**src/rtl/fwd_hazard_unit.sv**
```systemverilog
// rtl/fwd_hazard_unit.sv - operand forwarding select and load-use stall detection over an in-flight history
module fwd_hazard_unit #(
    parameter int REG_W    = 5,
    parameter int DEPTH    = 3,
    parameter int ALU_AGE  = 1,
    parameter int LOAD_AGE = 2,
    parameter int CNT_W    = 16,
    localparam int SEL_W   = $clog2(DEPTH)
) (
    input  logic             clk,
    input  logic             rst,
    input  logic             issue_valid_in,
    input  logic [REG_W-1:0] rs1_in,
    input  logic [REG_W-1:0] rs2_in,
    input  logic [REG_W-1:0] rd_in,
    input  logic             is_load_in,
    input  logic             flush_in,
    input  logic             hold_in,
    output logic             stall_out,
    output logic             fwd1_enable_out,
    output logic [SEL_W-1:0] fwd1_sel_out,
    output logic             fwd2_enable_out,
    output logic [SEL_W-1:0] fwd2_sel_out,
    output logic [CNT_W-1:0] stall_count_out
);

    localparam logic [SEL_W-1:0] ALU_AGE_S  = SEL_W'(ALU_AGE);
    localparam logic [SEL_W-1:0] LOAD_AGE_S = SEL_W'(LOAD_AGE);

    logic [REG_W-1:0] hist_rd [DEPTH];
    logic             hist_ld [DEPTH];

    logic             hit1, hit2, ld1, ld2, ok1, ok2;
    logic [SEL_W-1:0] idx1, idx2;

    // Scan oldest to youngest so the youngest matching entry wins.
    always_comb begin
        hit1 = 1'b0;
        hit2 = 1'b0;
        ld1  = 1'b0;
        ld2  = 1'b0;
        idx1 = '0;
        idx2 = '0;
        for (int i = DEPTH - 1; i >= 0; i--) begin
            if (issue_valid_in && (rs1_in != '0) && (hist_rd[i] == rs1_in)) begin
                hit1 = 1'b1;
                idx1 = SEL_W'(i);
                ld1  = hist_ld[i];
            end
            if (issue_valid_in && (rs2_in != '0) && (hist_rd[i] == rs2_in)) begin
                hit2 = 1'b1;
                idx2 = SEL_W'(i);
                ld2  = hist_ld[i];
            end
        end
    end

    always_comb begin
        ok1             = hit1 && (idx1 >= (ld1 ? LOAD_AGE_S : ALU_AGE_S));
        ok2             = hit2 && (idx2 >= (ld2 ? LOAD_AGE_S : ALU_AGE_S));
        stall_out       = (hit1 && !ok1) || (hit2 && !ok2);
        fwd1_enable_out = ok1;
        fwd1_sel_out    = ok1 ? idx1 : '0;
        fwd2_enable_out = ok2;
        fwd2_sel_out    = ok2 ? idx2 : '0;
    end

    // A stalled, flushed or absent issue enters the history as a bubble.
    always_ff @(posedge clk or posedge rst) begin
        if (rst) begin
            for (int i = 0; i < DEPTH; i++) begin
                hist_rd[i] <= '0;
                hist_ld[i] <= 1'b0;
            end
            stall_count_out <= '0;
        end else if (!hold_in) begin
            for (int i = DEPTH - 1; i > 0; i--) begin
                hist_rd[i] <= hist_rd[i-1];
                hist_ld[i] <= hist_ld[i-1];
            end
            if (issue_valid_in && !flush_in && !stall_out) begin
                hist_rd[0] <= rd_in;
                hist_ld[0] <= is_load_in;
            end else begin
                hist_rd[0] <= '0;
                hist_ld[0] <= 1'b0;
            end
            if (stall_out && (stall_count_out != {CNT_W{1'b1}})) begin
                stall_count_out <= stall_count_out + 1'b1;
            end
        end
    end

endmodule

```
**config.mk**
```make
export PLATFORM = sky130hd
export DESIGN_NAME = fwd_hazard_unit
export DESIGN_NICKNAME = d
export VERILOG_FILES = /design/src/rtl/fwd_hazard_unit.sv
export SDC_FILE = /design/constraint.sdc
export NUM_CORES = 1
export LEC_CHECK = 0
export BUFFER_PORTS_ARGS = -buffer_cell sky130_fd_sc_hd__buf_2
export CAP_MARGIN = 20
export CELL_PAD_IN_SITES_DETAIL_PLACEMENT = 1
export CELL_PAD_IN_SITES_GLOBAL_PLACEMENT = 2
export CORE_MARGIN = 2
export CORE_UTILIZATION = 34
export DETAILED_ROUTE_END_ITERATION = 8
export PLACE_DENSITY_LB_ADDON = 0.2
export SLEW_MARGIN = 20
export SYNTH_ARGS = -nofsm -noshare
export SYNTH_HDL_FRONTEND = slang
export SYNTH_SLANG_ARGS = --single-unit
```
**constraint.sdc**
```tcl
create_clock -name clk -period 3.4 [get_ports clk]
set_clock_uncertainty 0.05 [all_clocks]
set_input_delay 0 -clock clk [delete_from_list [all_inputs] [get_ports clk]]
set_output_delay 0 -clock clk [all_outputs]
set_load 0.01 [all_outputs]
```
==> impl_metrics.json <==
{
  "outcome": "complete, no violations",
  "worst-setup-path-type": "reg2out",
  "synth_top_area_share_pct": 41.01,
  "dieArea_um2": 6742,
  "port_buffers": 43,
  "synthFlopType": "dfrtp_1",
  "via_per_inst": 5.065,
  "synth_area_leaders": "dfrtp_1 41%, xnor2_1 13%, mux2_2 7.1%, xor2_1 6.3%, nand3_1 3.4%",
  "synthArstFlopShare_pct": 100.0,
  "initial_core_util_pct": 35.04,
  "powerDensity_nw_per_um2": 393.0,
  "max_freq_mhz": 321.1,
  "dpl_worst_slack_ns": 0.1355,
  "rsz0062_at_grt": "no",
  "tightest_slew_ns": 0.6170,
  "synth.distinct_cells": 33,
  "required_ns": 3.35,
  "clkLatencyLatePin_ns": 0.28,
  "combinationalPowerShare_pct": 21.1,
  "power_switching_uw": 288.1,
  "post-dp-hpwl_um": 3861,
  "setup_viol": 0,
  "cp.arrival_ns": 3.06,
  "hold_viol_final": 0,
  "finalMaxSlewViolations": 0,
  "crit_fanout": 15,
  "sw_frac_of_total_pct": 29.73,
  "antenna_left": 0,
  "clk_path_buf_depth": 2,
  "clockPowerShare_pct": 28.6,
  "clk_pin_slew_ns": 0.06,
  "sequentialPowerShare_pct": 50.3,
  "critPathCaptureType": "output port",
  "max_cap_viol_count": 0,
  "syn_inst": 202,
  "yosysWarningCount": 0,
  "min_from": "rd_in[1]",
  "reg2regPathDepth": 12,
  "vias": 1646,
  "ios": 44,
  "wl_um": 4980,
  "grt_max_degree": 35,
  "grt_usage_pct": 16.11,
  "rr_endpoint": "stall_count_out[2]$_DFFE_PP0P_",
  "fin_crit_ns": 3.114,
  "cts_setup_buffers": 0,
  "diodes": 0,
  "fin_tns_setup_ns": 0,
  "min_to": "hist_rd[11]$_DFFE_PP0N_",
  "min_period_over_period_pct": 91.59,
  "root_buffer": "clkbuf_8",
  "drt_iter0_markers": 51,
  "synth_most_common_cell": "dfrtp_1",
  "synth_top_cell_by_area": "dfrtp_1",
  "syn_avg_cell_area_um2": 10.27,
  "internal_power_uw": 681.1,
  "reg2reg_from": "hist_rd[7]$_DFFE_PP0N_",
  "gp_congestion": 0.7636,
  "gr-total-overflow": 0,
  "post_dp_cell_area_um2": 2375,
  "relSlewSlack_pct": 58.87,
  "cts-htree-levels": 2,
  "nets": 276,
  "netlist_area_um2": 2074,
  "design_area_um2": 2466,
  "synth_edf_count": 0,
  "ys_ff_latch": 34,
  "yosys-top-cells-count": "34 x dfrtp_1, 30 x xnor2_1, 15 x xor2_1",
  "syn_to_final_growth_pct": 18.88,
  "drc": 0,
  "routedWlPerCell_um": 15.32,
  "drive_gt1_share_pct": 26.80,
  "grt_antenna_before_repair": 0,
  "cts_sinks": 34,
  "drt_pass1_iterations": 4,
  "startpoint_type": "flop",
  "fp.dieH_um": 82.11,
  "core_area_um2": 5921,
  "cts_tree": "built",
  "grt_pass1_vias": 1577,
  "min_path_cells": 3,
  "ys_seq_area_share_pct": 41.01,
  "grt_pass1_wl_um": 8231,
  "ff2ff_setup_slack_ns": 0.31,
  "hold_class": "in2reg",
  "num_rows": 28,
  "vdd_drop_max_mv": 0.2041,
  "syn_nets": 228,
  "cts-buffers-inserted": 5,
  "die_x_um": 82.11,
  "timing.final.ws_setup_ns": 0.2859,
  "leakagePower_uw": 0.001179
}
cell families (layout without fill, tap and decap cells):
kind of cell	Yosys count	count (layout)	share of synthesized area [%]
and+or+nand+nor	81	81	22.20
xor gates and xnor gates	45	45	19.00
buffers and inverters	8	56	1.869
adders and majority gates	5	5	3.016
muxes	13	13	7.057
DFF	34	34	41.01
AOI/OAI and AO/OA	16	16	5.851
power groups by stage:
stage,sequential (uW),combinational (uW),clock [uW]
after floorplan,489,130,0
after global placement,494,202,0
after detailed placement,495,204,0
after CTS,487,207,290
after global routing,496,231,308
final,488,205,277
routing by layer:
layer / up-vias / share of wire [%] / global-route usage (%)
li1: 818 / - / -
met1: 791 / 54 / 25.63
met2: 31 / 41 / 22.03
met3: 6 / 3.4 / 2.717
met4: 0 / 1.1 / 4.500
met5: - / 0 / 0
flip-flops by register name (all words and copies together) (netlist names):
register         cells
hist_ld              3
hist_rd             15
stall_count_out     16
worst max-delay path by stage:
stage	start	to	slack (ns)	depth (start not counted)
after floorplan	hist_rd[2]$_DFFE_PP0N_	stall_count_out[7]$_DFFE_PP0P_	0.52	14
after global placement	hist_rd[7]$_DFFE_PP0N_	stall_count_out[11]$_DFFE_PP0P_	0.18	12
after detailed placement	hist_rd[7]$_DFFE_PP0N_	stall_count_out[2]$_DFFE_PP0P_	0.14	12
after CTS	hist_rd[7]$_DFFE_PP0N_	stall_out	0.07	11
after global routing	hist_rd[7]$_DFFE_PP0N_	stall_out	0.002	11
final	hist_rd[7]$_DFFE_PP0N_	stall_out	0.29	11
timing repair:
item | in CTS | in global routing
gates resized for setup | 0 | 2
hold buffers | 1 | 0
setup endpoints to repair | 0 | 16
hold endpoints to repair | 34 | 0
area by class of cell:
cell class	instances	area, um^2
Clock buffer	7	76.32
Tap cell	75	93.84
Inverter	2	7.507
Sequential cell	34	850.8
Fill cell	688	3455
Timing Repair Buffer	47	247.7
Multi-Input combinational cell	160	1190
cells in the final DEF, fill, tap and decap left out, types with 7 or more instances in the layout:
master	synthesis	routed
buf_2	1	43
dfrtp_1	34	34
xnor2_1	30	30
xor2_1	15	15
nand3_1	14	14
nand2_1	13	13
mux2_2	13	13
nor2_1	11	11
and3_1	9	9
nor2b_1	7	7
metrics by stage:
stage / hold WS, ns / cells / power [uW] / util [%]
CTS: 0.01007 / 325 / 984.0 / 41.57
finish: 0.02022 / 325 / 969.2 / 41.65
global placement: 0.07387 / 317 / 696.2 / 40.11
floorplan: 0.09160 / 202 / 619.0 / -
detailed placement: 0.08085 / 317 / 698.8 / 40.11
global route: 0.04020 / 325 / 1034 / 41.65
critical path, cell delays in order (launching register included):
cell      delay (ns)
dfrtp_1         0.44
xor2_1          0.19
nor3_1          0.25
and3_1          0.26
nand2_1         0.07
a311o_1         0.34
ha_1            0.29
nand2b_1        0.15
a21oi_2         0.20
a32o_2          0.21
buf_4           0.22
buf_2           0.16
(Power assumes the default switching activity.)
